<file path="src/rtl/riscv_pkg.sv">
// Shared RV32 pipeline definitions: datapath widths, writeback-select encodings
// and the control/data bundles carried between pipeline stages.
package riscv_pkg;

    localparam int XLEN       = 32;
    localparam int REG_ADDR_W = 5;
    localparam int ALUCTRL_W  = 3;

    typedef enum logic [1:0] {
        RESULT_ALU = 2'd0,
        RESULT_MEM = 2'd1,
        RESULT_PC4 = 2'd2
    } result_src_e;

    // Stage occupancy, encoded directly by the ValidE bit.
    typedef enum logic {
        ST_BUBBLE = 1'b0,
        ST_VALID  = 1'b1
    } slot_state_e;

    typedef struct packed {
        logic                 reg_write;
        result_src_e          result_src;
        logic                 mem_write;
        logic                 jump;
        logic                 branch;
        logic                 alu_src;
        logic [ALUCTRL_W-1:0] alu_control;
        logic [2:0]           funct3;
    } ctrl_t;

    typedef struct packed {
        logic [XLEN-1:0]       rd1;
        logic [XLEN-1:0]       rd2;
        logic [XLEN-1:0]       pc;
        logic [XLEN-1:0]       pc_plus4;
        logic [XLEN-1:0]       imm_ext;
        logic [REG_ADDR_W-1:0] rs1;
        logic [REG_ADDR_W-1:0] rs2;
        logic [REG_ADDR_W-1:0] rd;
    } data_t;

    localparam ctrl_t BUBBLE = '0;

    localparam int CTRL_W = $bits(ctrl_t);
    localparam int DATA_W = $bits(data_t);

endpackage

</file>
<file path="src/rtl/id_ex_pipeline_reg_if.sv">
// Decode-to-execute bundle: D-side signals from decode, E-side signals to execute.
interface id_ex_pipeline_reg_if;
    import riscv_pkg::*;

    logic                  ValidD;
    logic                  RegWriteD;
    logic [1:0]            ResultSrcD;
    logic                  MemWriteD;
    logic                  JumpD;
    logic                  BranchD;
    logic                  ALUSrcD;
    logic [ALUCTRL_W-1:0]  ALUControlD;
    logic [2:0]            Funct3D;
    logic [XLEN-1:0]       RD1D;
    logic [XLEN-1:0]       RD2D;
    logic [XLEN-1:0]       PCD;
    logic [XLEN-1:0]       PCPlus4D;
    logic [XLEN-1:0]       ImmExtD;
    logic [REG_ADDR_W-1:0] Rs1D;
    logic [REG_ADDR_W-1:0] Rs2D;
    logic [REG_ADDR_W-1:0] RdD;

    logic                  ValidE;
    logic                  RegWriteE;
    logic [1:0]            ResultSrcE;
    logic                  MemWriteE;
    logic                  JumpE;
    logic                  BranchE;
    logic                  ALUSrcE;
    logic [ALUCTRL_W-1:0]  ALUControlE;
    logic [2:0]            Funct3E;
    logic [XLEN-1:0]       RD1E;
    logic [XLEN-1:0]       RD2E;
    logic [XLEN-1:0]       PCE;
    logic [XLEN-1:0]       PCPlus4E;
    logic [XLEN-1:0]       ImmExtE;
    logic [REG_ADDR_W-1:0] Rs1E;
    logic [REG_ADDR_W-1:0] Rs2E;
    logic [REG_ADDR_W-1:0] RdE;

    modport master (
        output ValidD, RegWriteD, ResultSrcD, MemWriteD, JumpD, BranchD, ALUSrcD,
               ALUControlD, Funct3D, RD1D, RD2D, PCD, PCPlus4D, ImmExtD, Rs1D, Rs2D, RdD,
        input  ValidE, RegWriteE, ResultSrcE, MemWriteE, JumpE, BranchE, ALUSrcE,
               ALUControlE, Funct3E, RD1E, RD2E, PCE, PCPlus4E, ImmExtE, Rs1E, Rs2E, RdE
    );

    modport slave (
        input  ValidD, RegWriteD, ResultSrcD, MemWriteD, JumpD, BranchD, ALUSrcD,
               ALUControlD, Funct3D, RD1D, RD2D, PCD, PCPlus4D, ImmExtD, Rs1D, Rs2D, RdD,
        output ValidE, RegWriteE, ResultSrcE, MemWriteE, JumpE, BranchE, ALUSrcE,
               ALUControlE, Funct3E, RD1E, RD2E, PCE, PCPlus4E, ImmExtE, Rs1E, Rs2E, RdE
    );

endinterface

</file>
<file path="src/rtl/pipe_reg_en_clr.sv">
// Generic pipeline flop: async reset, synchronous clear, load enable.
// Clear beats enable so a flush always wins over a stall.
module pipe_reg_en_clr #(
    parameter int WIDTH = 1
) (
    input  logic             clk,
    input  logic             reset,
    input  logic             en,
    input  logic             clr,
    input  logic [WIDTH-1:0] d,
    output logic [WIDTH-1:0] q
);

    logic [WIDTH-1:0] q_d;
    logic [WIDTH-1:0] q_q;

    always_comb begin
        q_d = q_q;
        if (clr) begin
            q_d = '0;
        end else if (en) begin
            q_d = d;
        end
    end

    always_ff @(posedge clk or posedge reset) begin
        if (reset) begin
            q_q <= '0;
        end else begin
            q_q <= q_d;
        end
    end

    assign q = q_q;

endmodule

</file>
<file path="src/rtl/id_ex_pipeline_reg.sv">
// ID/EX pipeline register with hazard-unit stall (hold) and flush (bubble).
// ValidE is the VALID/BUBBLE state of the execute slot.
module id_ex_pipeline_reg
    import riscv_pkg::*;
(
    input  logic                 clk,
    input  logic                 reset,
    input  logic                 StallE,
    input  logic                 FlushE,
    id_ex_pipeline_reg_if.slave  bus
);

    ctrl_t       ctrl_d;
    ctrl_t       ctrl_q;
    data_t       data_d;
    data_t       data_q;
    slot_state_e state_d;
    slot_state_e state_q;
    logic        load_en;

    assign load_en = ~StallE;

    always_comb begin
        ctrl_d             = BUBBLE;
        ctrl_d.reg_write   = bus.RegWriteD;
        ctrl_d.result_src  = result_src_e'(bus.ResultSrcD);
        ctrl_d.mem_write   = bus.MemWriteD;
        ctrl_d.jump        = bus.JumpD;
        ctrl_d.branch      = bus.BranchD;
        ctrl_d.alu_src     = bus.ALUSrcD;
        ctrl_d.alu_control = bus.ALUControlD;
        ctrl_d.funct3      = bus.Funct3D;
    end

    always_comb begin
        data_d          = '0;
        data_d.rd1      = bus.RD1D;
        data_d.rd2      = bus.RD2D;
        data_d.pc       = bus.PCD;
        data_d.pc_plus4 = bus.PCPlus4D;
        data_d.imm_ext  = bus.ImmExtD;
        data_d.rs1      = bus.Rs1D;
        data_d.rs2      = bus.Rs2D;
        data_d.rd       = bus.RdD;
    end

    pipe_reg_en_clr #(.WIDTH(CTRL_W)) u_ctrl_reg (
        .clk   (clk),
        .reset (reset),
        .en    (load_en),
        .clr   (FlushE),
        .d     (ctrl_d),
        .q     (ctrl_q)
    );

    pipe_reg_en_clr #(.WIDTH(DATA_W)) u_data_reg (
        .clk   (clk),
        .reset (reset),
        .en    (load_en),
        .clr   (FlushE),
        .d     (data_d),
        .q     (data_q)
    );

    // A load of an invalid decode slot drops back to BUBBLE as well.
    always_comb begin
        state_d = state_q;
        if (FlushE) begin
            state_d = ST_BUBBLE;
        end else if (load_en) begin
            state_d = bus.ValidD ? ST_VALID : ST_BUBBLE;
        end
    end

    always_ff @(posedge clk or posedge reset) begin
        if (reset) begin
            state_q <= ST_BUBBLE;
        end else begin
            state_q <= state_d;
        end
    end

    assign bus.ValidE      = (state_q == ST_VALID);
    assign bus.RegWriteE   = ctrl_q.reg_write;
    assign bus.ResultSrcE  = ctrl_q.result_src;
    assign bus.MemWriteE   = ctrl_q.mem_write;
    assign bus.JumpE       = ctrl_q.jump;
    assign bus.BranchE     = ctrl_q.branch;
    assign bus.ALUSrcE     = ctrl_q.alu_src;
    assign bus.ALUControlE = ctrl_q.alu_control;
    assign bus.Funct3E     = ctrl_q.funct3;
    assign bus.RD1E        = data_q.rd1;
    assign bus.RD2E        = data_q.rd2;
    assign bus.PCE         = data_q.pc;
    assign bus.PCPlus4E    = data_q.pc_plus4;
    assign bus.ImmExtE     = data_q.imm_ext;
    assign bus.Rs1E        = data_q.rs1;
    assign bus.Rs2E        = data_q.rs2;
    assign bus.RdE         = data_q.rd;

endmodule

</file>
<file path="src/flat_wrapper.sv">
// flat-port wrapper written by rule: the top's interface ports become plain ports
module id_ex_pipeline_reg_flat import riscv_pkg::*;
  (clk, reset, StallE, FlushE, bus_ValidD, bus_RegWriteD, bus_ResultSrcD, bus_MemWriteD, bus_JumpD, bus_BranchD, bus_ALUSrcD, bus_ALUControlD, bus_Funct3D, bus_RD1D, bus_RD2D, bus_PCD, bus_PCPlus4D, bus_ImmExtD, bus_Rs1D, bus_Rs2D, bus_RdD, bus_ValidE, bus_RegWriteE, bus_ResultSrcE, bus_MemWriteE, bus_JumpE, bus_BranchE, bus_ALUSrcE, bus_ALUControlE, bus_Funct3E, bus_RD1E, bus_RD2E, bus_PCE, bus_PCPlus4E, bus_ImmExtE, bus_Rs1E, bus_Rs2E, bus_RdE);
  id_ex_pipeline_reg_if bus_i ();
  input  logic clk;
  input  logic reset;
  input  logic StallE;
  input  logic FlushE;
  input wire logic [$bits(bus_i.ValidD)-1:0] bus_ValidD;
  input wire logic [$bits(bus_i.RegWriteD)-1:0] bus_RegWriteD;
  input wire logic [$bits(bus_i.ResultSrcD)-1:0] bus_ResultSrcD;
  input wire logic [$bits(bus_i.MemWriteD)-1:0] bus_MemWriteD;
  input wire logic [$bits(bus_i.JumpD)-1:0] bus_JumpD;
  input wire logic [$bits(bus_i.BranchD)-1:0] bus_BranchD;
  input wire logic [$bits(bus_i.ALUSrcD)-1:0] bus_ALUSrcD;
  input wire logic [$bits(bus_i.ALUControlD)-1:0] bus_ALUControlD;
  input wire logic [$bits(bus_i.Funct3D)-1:0] bus_Funct3D;
  input wire logic [$bits(bus_i.RD1D)-1:0] bus_RD1D;
  input wire logic [$bits(bus_i.RD2D)-1:0] bus_RD2D;
  input wire logic [$bits(bus_i.PCD)-1:0] bus_PCD;
  input wire logic [$bits(bus_i.PCPlus4D)-1:0] bus_PCPlus4D;
  input wire logic [$bits(bus_i.ImmExtD)-1:0] bus_ImmExtD;
  input wire logic [$bits(bus_i.Rs1D)-1:0] bus_Rs1D;
  input wire logic [$bits(bus_i.Rs2D)-1:0] bus_Rs2D;
  input wire logic [$bits(bus_i.RdD)-1:0] bus_RdD;
  output wire logic [$bits(bus_i.ValidE)-1:0] bus_ValidE;
  output wire logic [$bits(bus_i.RegWriteE)-1:0] bus_RegWriteE;
  output wire logic [$bits(bus_i.ResultSrcE)-1:0] bus_ResultSrcE;
  output wire logic [$bits(bus_i.MemWriteE)-1:0] bus_MemWriteE;
  output wire logic [$bits(bus_i.JumpE)-1:0] bus_JumpE;
  output wire logic [$bits(bus_i.BranchE)-1:0] bus_BranchE;
  output wire logic [$bits(bus_i.ALUSrcE)-1:0] bus_ALUSrcE;
  output wire logic [$bits(bus_i.ALUControlE)-1:0] bus_ALUControlE;
  output wire logic [$bits(bus_i.Funct3E)-1:0] bus_Funct3E;
  output wire logic [$bits(bus_i.RD1E)-1:0] bus_RD1E;
  output wire logic [$bits(bus_i.RD2E)-1:0] bus_RD2E;
  output wire logic [$bits(bus_i.PCE)-1:0] bus_PCE;
  output wire logic [$bits(bus_i.PCPlus4E)-1:0] bus_PCPlus4E;
  output wire logic [$bits(bus_i.ImmExtE)-1:0] bus_ImmExtE;
  output wire logic [$bits(bus_i.Rs1E)-1:0] bus_Rs1E;
  output wire logic [$bits(bus_i.Rs2E)-1:0] bus_Rs2E;
  output wire logic [$bits(bus_i.RdE)-1:0] bus_RdE;
  assign bus_i.ValidD = bus_ValidD;
  assign bus_i.RegWriteD = bus_RegWriteD;
  assign bus_i.ResultSrcD = bus_ResultSrcD;
  assign bus_i.MemWriteD = bus_MemWriteD;
  assign bus_i.JumpD = bus_JumpD;
  assign bus_i.BranchD = bus_BranchD;
  assign bus_i.ALUSrcD = bus_ALUSrcD;
  assign bus_i.ALUControlD = bus_ALUControlD;
  assign bus_i.Funct3D = bus_Funct3D;
  assign bus_i.RD1D = bus_RD1D;
  assign bus_i.RD2D = bus_RD2D;
  assign bus_i.PCD = bus_PCD;
  assign bus_i.PCPlus4D = bus_PCPlus4D;
  assign bus_i.ImmExtD = bus_ImmExtD;
  assign bus_i.Rs1D = bus_Rs1D;
  assign bus_i.Rs2D = bus_Rs2D;
  assign bus_i.RdD = bus_RdD;
  assign bus_ValidE = bus_i.ValidE;
  assign bus_RegWriteE = bus_i.RegWriteE;
  assign bus_ResultSrcE = bus_i.ResultSrcE;
  assign bus_MemWriteE = bus_i.MemWriteE;
  assign bus_JumpE = bus_i.JumpE;
  assign bus_BranchE = bus_i.BranchE;
  assign bus_ALUSrcE = bus_i.ALUSrcE;
  assign bus_ALUControlE = bus_i.ALUControlE;
  assign bus_Funct3E = bus_i.Funct3E;
  assign bus_RD1E = bus_i.RD1E;
  assign bus_RD2E = bus_i.RD2E;
  assign bus_PCE = bus_i.PCE;
  assign bus_PCPlus4E = bus_i.PCPlus4E;
  assign bus_ImmExtE = bus_i.ImmExtE;
  assign bus_Rs1E = bus_i.Rs1E;
  assign bus_Rs2E = bus_i.Rs2E;
  assign bus_RdE = bus_i.RdE;
  id_ex_pipeline_reg u_core (.clk(clk), .reset(reset), .StallE(StallE), .FlushE(FlushE), .bus(bus_i));
endmodule
</file>
<file path="config.mk">
export PLATFORM = sky130hd
export DESIGN_NAME = id_ex_pipeline_reg_flat
export DESIGN_NICKNAME = d
export VERILOG_FILES = /design/src/rtl/riscv_pkg.sv /design/src/rtl/id_ex_pipeline_reg_if.sv /design/src/rtl/pipe_reg_en_clr.sv /design/src/rtl/id_ex_pipeline_reg.sv /design/src/flat_wrapper.sv
export SDC_FILE = /design/constraint.sdc
export NUM_CORES = 1
export LEC_CHECK = 0
export BUFFER_PORTS_ARGS = -buffer_cell sky130_fd_sc_hd__buf_2
export CAP_MARGIN = 15
export CORE_AREA = 2 2 148 150
export DETAILED_ROUTE_END_ITERATION = 6
export DIE_AREA = 0 0 150 152
export GPL_TIMING_DRIVEN = 0
export PLACE_DENSITY = 0.64
export SETUP_SLACK_MARGIN = 0.02
export SLEW_MARGIN = 20
export SYNTH_ARGS = -nofsm -noshare
export SYNTH_HDL_FRONTEND = slang
export SYNTH_HIERARCHICAL = 1
export SYNTH_SLANG_ARGS = --single-unit
</file>
<file path="constraint.sdc">
create_clock -name clk -period 13.7 [get_ports clk]
set_clock_uncertainty 0.05 [all_clocks]
set_input_delay 2.74 -clock clk [delete_from_list [all_inputs] [get_ports clk]]
set_output_delay 2.74 -clock clk [all_outputs]
set_load 0.01 [all_outputs]
</file>
-- Word level (Yosys, flattened, before mapping)
Index checks and enable logic that the tools add are counted.
- flip-flop bits (word level): 189
- output and inout port bits: 189
- logic and storage cells: 11
- equality and inequality tests: 1
- muxes and demuxes: 7
- operators by type and width (kind ; number):
    $mux W175 ; 2
    $mux W13 ; 2
    $mux W1 ; 3
    $ne A2 B1 Y1 const B ; 1

-- Longest topological paths before layout
- depth in word-level cells: 3
- gate-level depth with buffers: 6

-- Modules after synthesis
The synthesis kept the hierarchy.
- by module, submodules not included (module ; times used ; cells each ; area an instance (um2) ; seq. area each (um2)):
    pipe_reg_en_clr (u_core.u_data_reg) ; 1 ; 565 ; 7173.1 ; 4379.2
    pipe_reg_en_clr (u_core.u_ctrl_reg) ; 1 ; 43 ; 543.0 ; 325.3
    id_ex_pipeline_reg ; 1 ; 5 ; 46.3 ; 25.0

-- Least setup slack after synthesis
Ideal clock, no wire load.
- kind: input port to flip-flop
- start point: input StallE
- end point: register u_core.u_data_reg.q_q[100], in the netlist u_core/u_data_reg/q[100]
- library setup time: 132 ps
- arrival time: 3468 ps
- required time: 13518 ps
- slack: 10050 ps
- stages on the path: 6
- path buffers: 3
- cells stage by stage: inv_1 -> buf_4 -> buf_8 -> buf_12 -> mux2i_1 -> nor2_1
- word-level cells in the longest chain between the ends: 1
- ends and longest elaborated chain (element ; RTL line ; RTL):
    start: declaration ; flat_wrapper.sv:7 ; input logic StallE;
    $ne A2 B1 Y1 (no line) ; - ;
    end signal: assignment ; pipe_reg_en_clr.sv:30 ; q_q <= q_d;
    end: declaration ; pipe_reg_en_clr.sv:15 ; logic [WIDTH-1:0] q_q;
No other way between the ends.
A chain may end at the register's enable or synchronous reset.

-- Worst setup path after layout
- start point: register u_core.u_data_reg.q_q[43], in the netlist u_core/u_data_reg/q[43]
- end point: output bus_ImmExtE[28]
- RTL lines (element ; RTL line ; RTL):
    end: declaration ; flat_wrapper.sv:39 ; output wire logic [$bits(bus_i.ImmExtE)-1:0] bus_ImmExtE;
No word-level cell between the ends.

==> impl_metrics.sql <==
INSERT INTO impl_metrics (metric_group, metric, value, unit) VALUES
('final_layout', 'postLayoutCoreUtil', '49.8', '%'),
('sta', 'post_route_setup_tns', '0', 'ns'),
('floorplanning', 'start_util', '36.4', '%'),
('place', 'globalplace.congestion', '0.795', ''),
('drt', 'wl_per_cell', '15.3', 'microns'),
('final_layout', 'layout-drive-gt1-share', '42.6', '%'),
('worst_setup_path', 'crit_chain', 'buf_2', ''),
('sta', 'grt_setup_unrepaired', 'no', ''),
('worst_setup_path', 'reg2regPathDepth', '2', ''),
('clocking', 'cts_tree', 'done', ''),
('final_layout', 'mostFrequentLayoutCells', 'sky130_fd_sc_hd__buf_2 (383), sky130_fd_sc_hd__mux2i_1 (189), sky130_fd_sc_hd__nor2_1 (189), sky130_fd_sc_hd__dfrtp_1 (189), sky130_fd_sc_hd__clkbuf_1 (19)', ''),
('logic_synthesis', 'synth_fp_nets', '806', ''),
('global_route', 'gr-usage-all-layers', '17.8', '%'),
('worst_hold_path', 'holdCritStartpoint', 'u_core/u_data_reg/q[38]$_DFFE_PP0P_', ''),
('worst_setup_path', 'worstPathBufferInverterCount', '1', ''),
('clocking', 'cts.root.buffer_cell', 'sky130_fd_sc_hd__clkbuf_16', ''),
('logic_synthesis', 'synth-compound-area-share', '0', '%'),
('logic_synthesis', 'share_of_synthesized_cell_area_in_and_or_nand_and_nor_gates', '9.14', '%'),
('floorplanning', 'io_pins', '382', ''),
('sta', 'max_freq', '0.265', 'GHz'),
('clocking', 'cts_inserted_buffers', '17', ''),
('logic_synthesis', 'synthAdderAreaFrac', '0', '%'),
('worst_setup_path', 'r2r_endpoint', 'u_core/u_data_reg/q[130]$_DFFE_PP0P_', ''),
('sta', 'worst_slew_pin_slew', '0.624', 'ns'),
('drt', 'drt_pre_antenna_iters', '4', ''),
('worst_hold_path', 'hp-class', 'register to register', ''),
('drt', 'post_drt_via_cell_ratio', '4.48', ''),
('floorplanning', 'core.rowCount', '54', ''),
('pwr', 'power.static_leakage', '6.19', 'nW'),
('worst_setup_path', 'critical-path-max-stage-delay', '0.41', 'ns'),
('sta', 'hold_viol', '0', ''),
('worst_setup_path', 'cp_data_arrival_time', '0.98', 'ns'),
('drt', 'drt_iter0_drc', '216', ''),
('logic_synthesis', 'synth_seq_area_share', '60.9', '%'),
('logic_synthesis', 'synth_cell_types', '10', ''),
('worst_setup_path', 'timing.critical_path.slowest_stage_cell', 'sky130_fd_sc_hd__dfrtp_1', ''),
('final_layout', 'area_growth_syn_to_layout', '37.0', '%'),
('clocking', 'clkTransAtPathRegs', '0.07', 'ns'),
('clocking', 'post_cts_buffers', '0', ''),
('logic_synthesis', 'portion_of_netlist_area_occupied_by_mux_cells', '24.4', '%'),
('sta', 'timing.final.crit_period', '3.77', 'ns'),
('logic_synthesis', 'synth_top_area_share', '60.9', '%'),
('sta', 'max_slew_margin', '58.4', '%'),
('pwr', 'powerDensity', '118', 'nW/um^2'),
('clocking', 'ctsHoldBuffers', '0', ''),
('sta', 'post-route-period-util', '27.5', '%'),
('logic_synthesis', 'synth_area_per_cell', '12.7', 'sq um'),
('drt', 'drcViolationCount', '0', ''),
('worst_hold_path', 'min_path_cells', '2', ''),
('logic_synthesis', 'dominant_combinational_cell_family_by_area_after_synthesis', 'multiplexers', ''),
('drt', 'wirelength', '20100', 'microns'),
('logic_synthesis', 'synth_area_leaders', 'sky130_fd_sc_hd__dfrtp_1 (61%), sky130_fd_sc_hd__mux2i_1 (24%), sky130_fd_sc_hd__nor2_1 (9.1%), sky130_fd_sc_hd__buf_8 (2.1%), sky130_fd_sc_hd__buf_12 (1.8%)', ''),
('final_layout', 'nNetsFinal', '1207', ''),
('worst_hold_path', 'timing.hold.worst_endpoint', 'u_core/u_data_reg/q[38]$_DFFE_PP0P_', ''),
('worst_setup_path', 'worst_setup_path_start_kind', 'register', ''),
('clocking', 'clk_path_buf_depth', '2', ''),
('worst_setup_path', 'crit_required', '10.91', 'ns'),
('global_route', 'maximum_number_of_pins_on_one_net_before_global_route_repair', '91', ''),
('pwr', 'worst_ir_drop_vdd', '74.9', 'uV'),
('global_route', 'first_global_vias', '6141', ''),
('worst_setup_path', 'r2r_slack', '12.91', 'ns'),
('floorplanning', 'die_w', '150', 'microns'),
('final_layout', 'layout_commonest_cell', 'sky130_fd_sc_hd__buf_2', ''),
('logic_synthesis', 'synthDominantAreaCellType', 'sky130_fd_sc_hd__dfrtp_1', ''),
('floorplanning', 'fp.dieH', '152', 'microns'),
('logic_synthesis', 'yosysWarnings', '6', ''),
('logic_synthesis', 'synth_cells', '613', ''),
('worst_setup_path', 'critPathCaptureType', 'primary output', ''),
('clocking', 'clock_tree.htree_level_count', '4', ''),
('clocking', 'post_cts_resize_count', '0', ''),
('run_status', 'run_status', 'finished clean', '');
[worst min-delay path: cells and delay by family (launching register included)]
family / cells / cell delay (ns)
flip-flops: 1 / 0.34
multiplexers: 1 / 0.06
AND/OR/NAND/NOR: 1 / 0.08
[worst max-delay path by stage]
stage | start | end
final | u_core/u_data_reg/q[43]$_DFFE_PP0P_ | bus_ImmExtE[28]
after global routing | u_core/u_data_reg/q[43]$_DFFE_PP0P_ | bus_ImmExtE[28]
after CTS | u_core/u_data_reg/q[43]$_DFFE_PP0P_ | bus_ImmExtE[28]
after detailed placement | FlushE | u_core/u_data_reg/q[40]$_DFFE_PP0P_
after global placement | reset | u_core/u_data_reg/q[24]$_DFFE_PP0P_
after floorplan | reset | u_core/u_data_reg/q[0]$_DFFE_PP0P_
[logic make-up (layout without fill, tap and decap cells)]
| logic type | Yosys count | in the layout |
|---|---|---|
| muxes | 189 | 189 |
| and+or+nand+nor | 189 | 189 |
| buffers and inverters | 46 | 460 |
| other | 0 | 2 |
| DFF | 189 | 189 |
[through the flow]
step           instance area (sq um)  total power, mW  cells  hold slack [ns]  setup WS [ns]
2_1_floorplan                   7760            0.714    613            0.505           6.16
3_3_place_gp                   10000            0.792   1274            0.447           3.98
3_5_place_dp                   10100            0.796   1275            0.453           9.56
4_1_cts                        10600             1.28   1307            0.471           9.89
5_1_grt                        10600             1.33   1309            0.482           9.88
6_report                       10600             1.26   1309            0.465           9.93
[sequential cells by signal, summed over array words and instances, names as in the netlist]
signal / count
u_core/bus.ValidE: 1
u_core/u_ctrl_reg/q: 13
u_core/u_data_reg/q: 175
[cell usage after synthesis]
| library cell | n |
|---|---|
| sky130_fd_sc_hd__buf_6 | 1 |
| sky130_fd_sc_hd__buf_2 | 2 |
| sky130_fd_sc_hd__inv_1 | 4 |
| sky130_fd_sc_hd__dfrtp_1 | 189 |
| sky130_fd_sc_hd__buf_12 | 7 |
| sky130_fd_sc_hd__buf_8 | 11 |
| sky130_fd_sc_hd__clkbuf_1 | 18 |
| sky130_fd_sc_hd__nor2_1 | 189 |
| sky130_fd_sc_hd__buf_4 | 3 |
| sky130_fd_sc_hd__mux2i_1 | 189 |
[power breakdown]
part	internal [mW]	switching, mW
clock	0.251	0.224
sequential	0.589	0.0155
combinational	0.0836	0.0942
[routing by layer]
layer / track usage, % / vias up / wire (microns)
li1: - / 2825 / -
met1: 21.1 / 2756 / 8130
met2: 30.6 / 240 / 9940
met3: 4.80 / 38 / 1410
met4: 6.83 / 0 / 609
met5: 0 / - / 0
[final cells by class]
type / instances / area, sq um / area share, %
antenna: 2 / 5.00 / 0.0471
inverter: 4 / 22.5 / 0.212
timing repair buffer: 382 / 1930 / 18.2
clock buffer: 20 / 457 / 4.29
tap: 280 / 350 / 3.29
buffer: 42 / 417 / 3.92
multi-input combinational: 378 / 2600 / 24.5
sequential: 189 / 4730 / 44.5
clock inverter: 12 / 120 / 1.13
Note: power is estimated with default switching activity, not from simulation.
